## src/rtl/cache_ctrl_fsm_if.sv

```systemverilog
// CPU request, tag/way array and line-memory signals of the cache sequencing controller.
// The master side is the controller; the slave side is the array/memory/CPU environment.
interface cache_ctrl_fsm_if;
  localparam int unsigned TAG_W   = 19;
  localparam int unsigned INDEX_W = 7;
  localparam int unsigned ADDR_W  = 32;
  localparam int unsigned WAYS    = 4;

  logic               cpu_req;
  logic               cpu_we;
  logic [ADDR_W-1:0]  cpu_addr;
  logic               cpu_ready;
  logic [INDEX_W-1:0] set_idx;
  logic [TAG_W-1:0]   lookup_tag;
  logic [WAYS-1:0]    hit_way;
  logic [WAYS-1:0]    valid_way;
  logic [WAYS-1:0]    dirty_way;
  logic [TAG_W-1:0]   vic_tag;
  logic [WAYS-1:0]    way_sel;
  logic [1:0]         line_sel;
  logic               word_we;
  logic               set_dirty;
  logic               fill_we;
  logic               mem_rd_req;
  logic               mem_wr_req;
  logic [ADDR_W-1:0]  mem_addr;
  logic               mem_ack;

  modport master (
    input  cpu_req, cpu_we, cpu_addr, hit_way, valid_way, dirty_way, vic_tag, mem_ack,
    output cpu_ready, set_idx, lookup_tag, way_sel, line_sel, word_we, set_dirty,
           fill_we, mem_rd_req, mem_wr_req, mem_addr
  );

  modport slave (
    output cpu_req, cpu_we, cpu_addr, hit_way, valid_way, dirty_way, vic_tag, mem_ack,
    input  cpu_ready, set_idx, lookup_tag, way_sel, line_sel, word_we, set_dirty,
           fill_we, mem_rd_req, mem_wr_req, mem_addr
  );
endinterface

```

## src/rtl/cache_ctrl_fsm.sv

```systemverilog
// Sequencing controller for a 4-way set-associative cache: lookup, dirty-victim
// writeback, line refill and per-set tree pseudo-LRU replacement.
module cache_ctrl_fsm (
  input  logic             clk,
  input  logic             rst_n,
  cache_ctrl_fsm_if.master bus
);
  localparam int unsigned TAG_W    = 19;
  localparam int unsigned INDEX_W  = 7;
  localparam int unsigned OFFSET_W = 6;
  localparam int unsigned ADDR_W   = 32;
  localparam int unsigned WAYS     = 4;
  localparam int unsigned SETS     = 1 << INDEX_W;

  typedef enum logic [2:0] {
    IDLE      = 3'd0,
    LOOKUP    = 3'd1,
    WRITEBACK = 3'd2,
    REFILL    = 3'd3,
    RESPOND   = 3'd4
  } state_t;

  state_t                   state_q;
  logic                     we_q;
  logic [1:0]               line_sel_q;
  logic [SETS-1:0][2:0]     plru_q;
  logic                     cpu_ready_q;
  logic                     word_we_q;
  logic                     set_dirty_q;
  logic                     mem_rd_q;
  logic                     mem_wr_q;
  logic [WAYS-1:0]          way_sel_q;
  logic [INDEX_W-1:0]       set_idx_q;
  logic [TAG_W-1:0]         tag_q;
  logic [ADDR_W-1:0]        mem_addr_q;

  logic                     hit_any_c;
  logic [1:0]               hit_idx_c;
  logic [1:0]               victim_c;
  logic                     vic_dirty_c;
  logic [2:0]               plru_set_c;
  logic                     unused_offset;

  assign unused_offset = ^bus.cpu_addr[OFFSET_W-1:0];

  // Tree PLRU update after an access to way w: point both levels away from w.
  function automatic logic [2:0] plru_touch(input logic [2:0] p, input logic [1:0] w);
    logic [2:0] n;
    n    = p;
    n[0] = ~w[1];
    if (w[1]) n[2] = ~w[0];
    else      n[1] = ~w[0];
    return n;
  endfunction

  function automatic logic [WAYS-1:0] onehot(input logic [1:0] w);
    return WAYS'(1) << w;
  endfunction

  function automatic logic [ADDR_W-1:0] line_addr(input logic [TAG_W-1:0] t,
                                                  input logic [INDEX_W-1:0] i);
    return {t, i, OFFSET_W'(0)};
  endfunction

  // Hit way (lowest index wins) and victim (lowest invalid way, else PLRU).
  always_comb begin
    hit_any_c  = |bus.hit_way;
    hit_idx_c  = 2'd0;
    for (int i = int'(WAYS) - 1; i >= 0; i--) begin
      if (bus.hit_way[i]) hit_idx_c = 2'(i);
    end
    plru_set_c = plru_q[set_idx_q];
    victim_c   = plru_set_c[0] ? {1'b1, plru_set_c[2]} : {1'b0, plru_set_c[1]};
    for (int i = int'(WAYS) - 1; i >= 0; i--) begin
      if (!bus.valid_way[i]) victim_c = 2'(i);
    end
    vic_dirty_c = bus.valid_way[victim_c] & bus.dirty_way[victim_c];
  end

  always_ff @(posedge clk or negedge rst_n) begin
    if (!rst_n) begin
      state_q     <= IDLE;
      we_q        <= 1'b0;
      line_sel_q  <= '0;
      plru_q      <= '0;
      cpu_ready_q <= 1'b0;
      word_we_q   <= 1'b0;
      set_dirty_q <= 1'b0;
      mem_rd_q    <= 1'b0;
      mem_wr_q    <= 1'b0;
      way_sel_q   <= '0;
      set_idx_q   <= '0;
      tag_q       <= '0;
      mem_addr_q  <= '0;
    end else begin
      cpu_ready_q <= 1'b0;
      word_we_q   <= 1'b0;
      set_dirty_q <= 1'b0;
      way_sel_q   <= '0;
      case (state_q)
        IDLE: begin
          if (bus.cpu_req) begin
            set_idx_q <= bus.cpu_addr[OFFSET_W +: INDEX_W];
            tag_q     <= bus.cpu_addr[ADDR_W-1 -: TAG_W];
            we_q      <= bus.cpu_we;
            state_q   <= LOOKUP;
          end
        end
        LOOKUP: begin
          if (hit_any_c) begin
            plru_q[set_idx_q] <= plru_touch(plru_set_c, hit_idx_c);
            way_sel_q         <= onehot(hit_idx_c);
            cpu_ready_q       <= 1'b1;
            word_we_q         <= we_q;
            set_dirty_q       <= we_q;
            state_q           <= RESPOND;
          end else begin
            line_sel_q <= victim_c;
            if (vic_dirty_c) begin
              mem_wr_q   <= 1'b1;
              mem_addr_q <= line_addr(bus.vic_tag, set_idx_q);
              state_q    <= WRITEBACK;
            end else begin
              mem_rd_q   <= 1'b1;
              mem_addr_q <= line_addr(tag_q, set_idx_q);
              state_q    <= REFILL;
            end
          end
        end
        WRITEBACK: begin
          if (bus.mem_ack) begin
            mem_wr_q   <= 1'b0;
            mem_rd_q   <= 1'b1;
            mem_addr_q <= line_addr(tag_q, set_idx_q);
            state_q    <= REFILL;
          end
        end
        REFILL: begin
          if (bus.mem_ack) begin
            mem_rd_q          <= 1'b0;
            mem_addr_q        <= '0;
            plru_q[set_idx_q] <= plru_touch(plru_set_c, line_sel_q);
            way_sel_q         <= onehot(line_sel_q);
            cpu_ready_q       <= 1'b1;
            word_we_q         <= we_q;
            set_dirty_q       <= we_q;
            state_q           <= RESPOND;
          end
        end
        RESPOND: begin
          line_sel_q <= '0;
          state_q    <= IDLE;
        end
        default: state_q <= IDLE;
      endcase
    end
  end

  // The victim is steered onto line_sel during LOOKUP so vic_tag is valid for the writeback address.
  assign bus.line_sel   = (state_q == LOOKUP) ? victim_c : line_sel_q;
  assign bus.fill_we    = (state_q == REFILL) & bus.mem_ack;
  assign bus.cpu_ready  = cpu_ready_q;
  assign bus.set_idx    = set_idx_q;
  assign bus.lookup_tag = tag_q;
  assign bus.way_sel    = way_sel_q;
  assign bus.word_we    = word_we_q;
  assign bus.set_dirty  = set_dirty_q;
  assign bus.mem_rd_req = mem_rd_q;
  assign bus.mem_wr_req = mem_wr_q;
  assign bus.mem_addr   = mem_addr_q;
endmodule
```

## src/flat_wrapper.sv

```systemverilog
// flat-port wrapper written by rule: the top's interface ports become plain ports
module cache_ctrl_fsm_flat 
  (clk, rst_n, bus_cpu_req, bus_cpu_we, bus_cpu_addr, bus_hit_way, bus_valid_way, bus_dirty_way, bus_vic_tag, bus_mem_ack, bus_cpu_ready, bus_set_idx, bus_lookup_tag, bus_way_sel, bus_line_sel, bus_word_we, bus_set_dirty, bus_fill_we, bus_mem_rd_req, bus_mem_wr_req, bus_mem_addr);
  cache_ctrl_fsm_if bus_i ();
  input  logic clk;
  input  logic rst_n;
  input wire logic [$bits(bus_i.cpu_req)-1:0] bus_cpu_req;
  input wire logic [$bits(bus_i.cpu_we)-1:0] bus_cpu_we;
  input wire logic [$bits(bus_i.cpu_addr)-1:0] bus_cpu_addr;
  input wire logic [$bits(bus_i.hit_way)-1:0] bus_hit_way;
  input wire logic [$bits(bus_i.valid_way)-1:0] bus_valid_way;
  input wire logic [$bits(bus_i.dirty_way)-1:0] bus_dirty_way;
  input wire logic [$bits(bus_i.vic_tag)-1:0] bus_vic_tag;
  input wire logic [$bits(bus_i.mem_ack)-1:0] bus_mem_ack;
  output wire logic [$bits(bus_i.cpu_ready)-1:0] bus_cpu_ready;
  output wire logic [$bits(bus_i.set_idx)-1:0] bus_set_idx;
  output wire logic [$bits(bus_i.lookup_tag)-1:0] bus_lookup_tag;
  output wire logic [$bits(bus_i.way_sel)-1:0] bus_way_sel;
  output wire logic [$bits(bus_i.line_sel)-1:0] bus_line_sel;
  output wire logic [$bits(bus_i.word_we)-1:0] bus_word_we;
  output wire logic [$bits(bus_i.set_dirty)-1:0] bus_set_dirty;
  output wire logic [$bits(bus_i.fill_we)-1:0] bus_fill_we;
  output wire logic [$bits(bus_i.mem_rd_req)-1:0] bus_mem_rd_req;
  output wire logic [$bits(bus_i.mem_wr_req)-1:0] bus_mem_wr_req;
  output wire logic [$bits(bus_i.mem_addr)-1:0] bus_mem_addr;
  assign bus_i.cpu_req = bus_cpu_req;
  assign bus_i.cpu_we = bus_cpu_we;
  assign bus_i.cpu_addr = bus_cpu_addr;
  assign bus_i.hit_way = bus_hit_way;
  assign bus_i.valid_way = bus_valid_way;
  assign bus_i.dirty_way = bus_dirty_way;
  assign bus_i.vic_tag = bus_vic_tag;
  assign bus_i.mem_ack = bus_mem_ack;
  assign bus_cpu_ready = bus_i.cpu_ready;
  assign bus_set_idx = bus_i.set_idx;
  assign bus_lookup_tag = bus_i.lookup_tag;
  assign bus_way_sel = bus_i.way_sel;
  assign bus_line_sel = bus_i.line_sel;
  assign bus_word_we = bus_i.word_we;
  assign bus_set_dirty = bus_i.set_dirty;
  assign bus_fill_we = bus_i.fill_we;
  assign bus_mem_rd_req = bus_i.mem_rd_req;
  assign bus_mem_wr_req = bus_i.mem_wr_req;
  assign bus_mem_addr = bus_i.mem_addr;
  cache_ctrl_fsm u_core (.clk(clk), .rst_n(rst_n), .bus(bus_i));
endmodule
```

## config.mk

```make
export PLATFORM = sky130hd
export DESIGN_NAME = cache_ctrl_fsm_flat
export DESIGN_NICKNAME = d
export VERILOG_FILES = /design/src/rtl/cache_ctrl_fsm_if.sv /design/src/rtl/cache_ctrl_fsm.sv /design/src/flat_wrapper.sv
export SDC_FILE = /design/constraint.sdc
export NUM_CORES = 1
export LEC_CHECK = 0
export CAP_MARGIN = 20
export CELL_PAD_IN_SITES_DETAIL_PLACEMENT = 1
export CELL_PAD_IN_SITES_GLOBAL_PLACEMENT = 1
export CORE_MARGIN = 4
export CORE_UTILIZATION = 32
export CTS_BUF_LIST = sky130_fd_sc_hd__clkbuf_16
export CTS_CLUSTER_DIAMETER = 50
export DETAILED_ROUTE_END_ITERATION = 10
export GPL_TIMING_DRIVEN = 0
export PLACE_DENSITY_LB_ADDON = 0.1
export SLEW_MARGIN = 20
export SYNTH_ARGS = -nofsm -noshare
export SYNTH_HDL_FRONTEND = slang
export SYNTH_SLANG_ARGS = --single-unit
```

## constraint.sdc

```tcl
create_clock -name clk -period 4.08 [get_ports clk]
set_clock_uncertainty 0.2 [all_clocks]
set_input_delay 0.816 -clock clk [delete_from_list [all_inputs] [get_ports clk]]
set_output_delay 0.816 -clock clk [all_outputs]
set_load 0.01 [all_outputs]
```

### Word-level counts from Yosys, hierarchy flattened

Cells that the tools add are included.
Widths: inputs -> output; s select.

| word-level totals | value |
|---|---|
| output and inout port bits | 70 |
| word-level logic and storage cells | 240 |
| bits in registers | 456 |
| input bits | 68 |

| cells by class | value |
|---|---|
| mux-type cells | 65 |
| shift operators | 2 |
| eq/ne operators | 11 |
| bitwise operators | 6 |
| $lt $le $gt $ge | 3 |
| reductions and logical operators | 14 |

Operator list:

| kind | number |
|---|---|
| $bwmux 384 | 2 |
| $mux 384 | 2 |
| $pmux 384 s2 | 1 |
| $mux 32 | 4 |
| $pmux 32 s3 | 1 |
| $mux 1 | 25 |
| $mux 2 | 11 |
| $bmux 3 s7 | 1 |
| $demux 3 s7 | 1 |
| $mux 3 | 6 |
| $pmux 3 s4 | 1 |
| $ne 2x2->1 const B | 5 |
| $lt 7x8->1 const B | 1 |
| $mux 4 | 2 |
| $pmux 4 s2 | 1 |
| $reduce_and 4->1 | 2 |
| $shl 1x2->4 const A | 2 |
| $ge 7x1->1 const B | 1 |
| $eq 3x2->1 const B | 2 |
| $pmux 1 s2 | 3 |
| $reduce_and 3->1 | 2 |
| $reduce_bool 2->1 | 3 |
| $reduce_and 5->1 | 1 |
| $bmux 1 s2 | 2 |
| other kinds (13) | 19 |

### Logic depth before layout (Yosys ltp)

| logic depth | value |
|---|---|
| depth after elaboration | 13 |
| gate-level depth with buffers | 15 |
| mapped depth without buffers | 9 |

### Least setup slack after synthesis

OpenSTA, ideal clock, no wires.

| path | value |
|---|---|
| kind | flip-flop to output port |
| start | register u_core.set_idx_q[0], in the netlist u_core.bus.set_idx[0] |
| end | output port bus_line_sel[0] |
| required time | 3.064 ns |
| stages on the path, launching flop included | 14 |
| path buffers | 4 |
| setup slack | -0.164 ns |
| data arrival time | 3.228 ns |
| cells stage by stage | dfrtp_1 -> buf_6 -> buf_4 -> buf_2 -> mux4_2 -> mux4_2 -> nand2_1 -> nand3_1 -> and4_1 -> nor2_2 -> a21o_1 -> buf_2 -> a31o_2 -> o21ai_1 |

| between the ends | value |
|---|---|
| cells in the longest elaborated chain, start to end | 8 |

Ends and longest elaborated chain:

| what | RTL line | text |
|---|---|---|
| start: declaration | cache_ctrl_fsm.sv:33 | `logic [INDEX_W-1:0] set_idx_q;` |
| start signal: assignment | cache_ctrl_fsm.sv:103 | `set_idx_q <= bus.cpu_addr[OFFSET_W +: INDEX_W];` |
| $bmux 3 s7 | cache_ctrl_fsm.sv:72 | `plru_set_c = plru_q[set_idx_q];` |
| $mux 3 (implied by the code) | cache_ctrl_fsm.sv:72 |  |
| $mux 2 | cache_ctrl_fsm.sv:73 | `victim_c = plru_set_c[0] ? {1'b1, plru_set_c[2]} : {1'b0, plru_set_c[1]};` |
| $mux 2 (4 in series) | cache_ctrl_fsm.sv:75 | `if (!bus.valid_way[i]) victim_c = 2'(i);` |
| $mux 2 | cache_ctrl_fsm.sv:160 | `assign bus.line_sel = (state_q == LOOKUP) ? victim_c : line_sel_q;` |
| end: declaration | flat_wrapper.sv:19 | `output wire logic [$bits(bus_i.line_sel)-1:0] bus_line_sel;` |

No other way between the ends. The select of a mux whose other input is x is not followed.

### Final worst setup path

Ends and elaborated chain as after synthesis.

==> metrics.md <==
| Metric | Value |
|---|---|
| Library cells used by synthesis | 61 |
| Synth Area in XOR/XNOR | 0% |
| CTS buffer count | 73 |
| Status | finished, violations left |
| Type of origin of the critical path | flip-flop |
| Clock Pin Slew Worst Setup and Hold Paths | 60 ps |
| Final WS setup | -1080 ps |
| Synth async-reset ratio | 100% |
| Max_slew headroom | a little over a quarter |
| Crit Reg-Reg Startpoint | u_core.bus.set_idx[0] |
| Leak | approximately 13 nW |
| Leading cell types by count after synthesis | 450 x dfrtp_1, 356 x mux2_2, 201 x nand2_1 |
| Pwr/cell area | about 860 mW/mm² |
| Worst Path Max Fanout | 8 |
| Sw Share | between 30% and 40% |
| Max IR drop VDD | 0.000392 V |
| Complex-gate fraction of the synthesized area | 8.45% |
| Top post-synthesis cells by area | dfrtp_1 52%, mux2_2 18%, mux4_2 7.6% |
| Ys flop type | dfrtp_1 |
| Synthesized-area fraction occupied by adder cells | 0% |
| Crit path time final | 5160 ps |
| Routed wire length | around 90 mm |
| Worst-Margin Slew | between 1000 and 1500 ps |
| R2R setup slack | -340 ps |
| Worst slack, placed | -2770 ps |
| R2r worst-path depth | 18 |
| CTS tree | yes |
| Die ar. | 0.0720 mm² |
| Clock Tree Buf Depth | 3 |
| Logic pwr share | between 40 and 50% |
| Gr usage total | 24.3% |
| Floorplan Core Area | 0.0672 mm² |
| GP Congestion | slightly below 0.9 |
| Dpl cells | 2798 |
| Worst-Skew Late Latency | between 600 and 700 ps |
| Grt total ovfl | 0 |
| P_int | between 15 and 20 mW |
| Clock root buffer | clkbuf_16 |
| Critical path type | flip-flop to primary output |
| First-iteration detailed-routing DRC count | between 1000 and 1500 |
| Largest net degree at the start of global routing | 91 |
| Cell Area, Synth | roughly 0.022 mm² |
| Hold crit path type | flip-flop to flip-flop |
| Final nets | between 2000 and 2500 |
| DRT antenna net count | 0 |
| TritonCTS Sinks | 450 |
| EDFF count, synth | 0 |
| Layout cells sized above 1 | 37.4% |
| PortBufs | ~130 |
| Area share of the largest cell type after synthesis | approximately half |
| Syn Area/Cell | around 12 µm² |
| Worst hold slack | 270 ps |
| Die H | 268 µm |
| First-pass DRT Iterations | 5 |
| RSZ-0062 raised after global routing | true |
| Cells after synthesis | approximately 1800 |
| Initial core utilization | roughly 32% |
| Maxcap violations | 0 |
| Layout Cells excl Fill | roughly 3000 |
| Sequential power share | 26.9% |
| Routed wire per std cell | approximately 30 µm |
| Yosys top cell by area | dfrtp_1 |
| Setup TNS | -46240 ps |
| R2R Path End | u_core.plru_q[173] |
| Site Rows | 95 |
| Final HPWL DP | 60.9 mm |
| Vias in the first global route | roughly 18000 |
| Synth Area in Simple Gates | under 10% |
| Largest family of logic cells by synthesized area | multiplexers |
| Mux cell area share after synthesis | between 20% and 30% |
| Fmax | 194 MHz |
| First-pass GRT wire length | 127 mm |
| Most common cell in the synthesized netlist | dfrtp_1 |
| Final slew viol count | 0 |
| Routed vias/inst | 5.54 |
| Setup Viol. Count Final | 265 |
| CP startpoint | u_core.bus.set_idx[0] |
| Clock power share | 25.6% |
| Register area share after synthesis | 51.9% |
| Num ports | between 100 and 150 |
| Initial antenna violation count | 2 |
| Area grow syn2layout | 34.1% |
| P_sw | roughly 9.7 mW |
| H-tree depth | 3 |
| Final period util | 126% |
| Fin. Hold Viols | 0 |
| Via Count | 16640 |
| Seq cells post-synth | 450 |
| Die Wd | around 270 µm |
| Critical Path AT | ~4100 ps |
| Failing checks | negative setup slack |
| Synth warn | 0 |
| Endpoint type of the worst setup path | primary output |
| Post-route DRC | 0 |
| CP Data Required Time | between 3000 and 4000 ps |
| Crit path to | bus_line_sel[0] |
==> registers in the layout (all words and copies together) (netlist names) <==
name,count
u_core.bus.cpu_ready,1
u_core.bus.mem_wr_req,1
u_core.bus.way_sel,4
u_core.line_sel_q,2
u_core.bus.lookup_tag,19
u_core.bus.mem_addr,26
u_core.bus.word_we,1
u_core.state_q,3
u_core.bus.set_idx,7
u_core.bus.mem_rd_req,1
u_core.plru_q,384
u_core.we_q,1
==> area by class of cell <==
class | instances | area (µm²)
fill | 6930 | 38100
antenna | 1 | 2.50
multi-input combinational | 1196 | 10400
inverter | 9 | 43.8
clock buffer | 74 | 1850
clock inverter | 59 | 614
tap | 873 | 1090
buffer | 134 | 1330
sequential | 450 | 11300
timing repair buffer | 210 | 2440
==> metal layers <==
layer / up-vias / wire [µm] / global-route usage, %
met1: 8890 / 38700 / 32.1
met2: 479 / 44500 / 41.4
met4: 0 / 2860 / 7.36
li1: 7112 / - / -
met3: 159 / 4230 / 3.98
met5: - / 0 / 0
==> placed cells by master, fill, tap and decap left out, types with 15 or more instances in the layout <==
cell             count
and2_1              20
dfrtp_1            449
clkbuf_1            46
a21oi_1             22
nand2_1            198
buf_4               59
inv_1               15
o21ai_0            100
buf_8               18
nand3_1             18
buf_12              23
nor2_1             119
clkdlybuf4s50_1    122
mux2_2             295
a22oi_1             20
buf_6               18
a211oi_1            15
o21ai_1             15
or3_1               19
mux4_2              73
mux2_4              63
mux2i_1             16
nor2b_1             26
clkbuf_16           88
==> critical path: stages, from the launching register on <==
cell      delay, ps
dfrtp_1         390
buf_12          190
buf_16          180
buf_16          150
nor2_4           60
buf_12          150
a22o_1          230
a222oi_1        540
o221a_2         270
o211ai_1        170
a32oi_4         310
buf_12          160
a21o_1          150
buf_8           120
a31o_4          180
o21ai_2          50
buf_2           150
==> kinds of logic (layout without fill, tap and decap cells) <==
group           count (synthesis)  in the layout
buf+inv                       146            486
simple gates                  450            450
flops                         450            450
mux                           456            457
compound gates                283            283
other cells                     1              7
==> stage by stage <==
step                util (%)  area, µm²  power [mW]
finish                  43.3      29100        24.9
floorplan                  -      21700        11.0
global route            43.3      29100        25.8
detailed placement      36.2      24300        15.2
global placement        35.8      24100        15.0
CTS                     41.4      27800        23.0
==> what timing repair did <==
| item | 4_1_cts | 5_1_grt |
|---|---|---|
| cloned | 2 | 16 |
| hold endpoints to repair | 18 | 0 |
| pin swaps | 16 | 18 |
| endpoints found under the setup margin | 360 | 386 |
| buffers inserted | 22 | 38 |
| gates resized for setup | 230 | 197 |
| hold buffers | 1 | 0 |
==> power by group through the flow <==
stage	sequential [mW]	clock, mW	combinational, mW
after CTS	6.67	6.48	9.90
after detailed placement	6.72	0	8.45
after global placement	6.69	0	8.29
final	6.69	6.37	11.8
after floorplan	6.49	0	4.50
after global routing	6.82	6.69	12.3
==> worst min-delay path by stage <==
stage | to | cells after the start | startpoint
after floorplan | u_core.plru_q[108] | 2 | u_core.plru_q[108]
final | u_core.plru_q[18] | 2 | u_core.plru_q[18]
after global routing | u_core.plru_q[18] | 2 | u_core.plru_q[18]
after global placement | u_core.plru_q[132] | 2 | u_core.plru_q[132]
after CTS | u_core.plru_q[18] | 2 | u_core.plru_q[18]
after detailed placement | u_core.plru_q[18] | 2 | u_core.plru_q[18]
(Power assumes the default switching activity.)
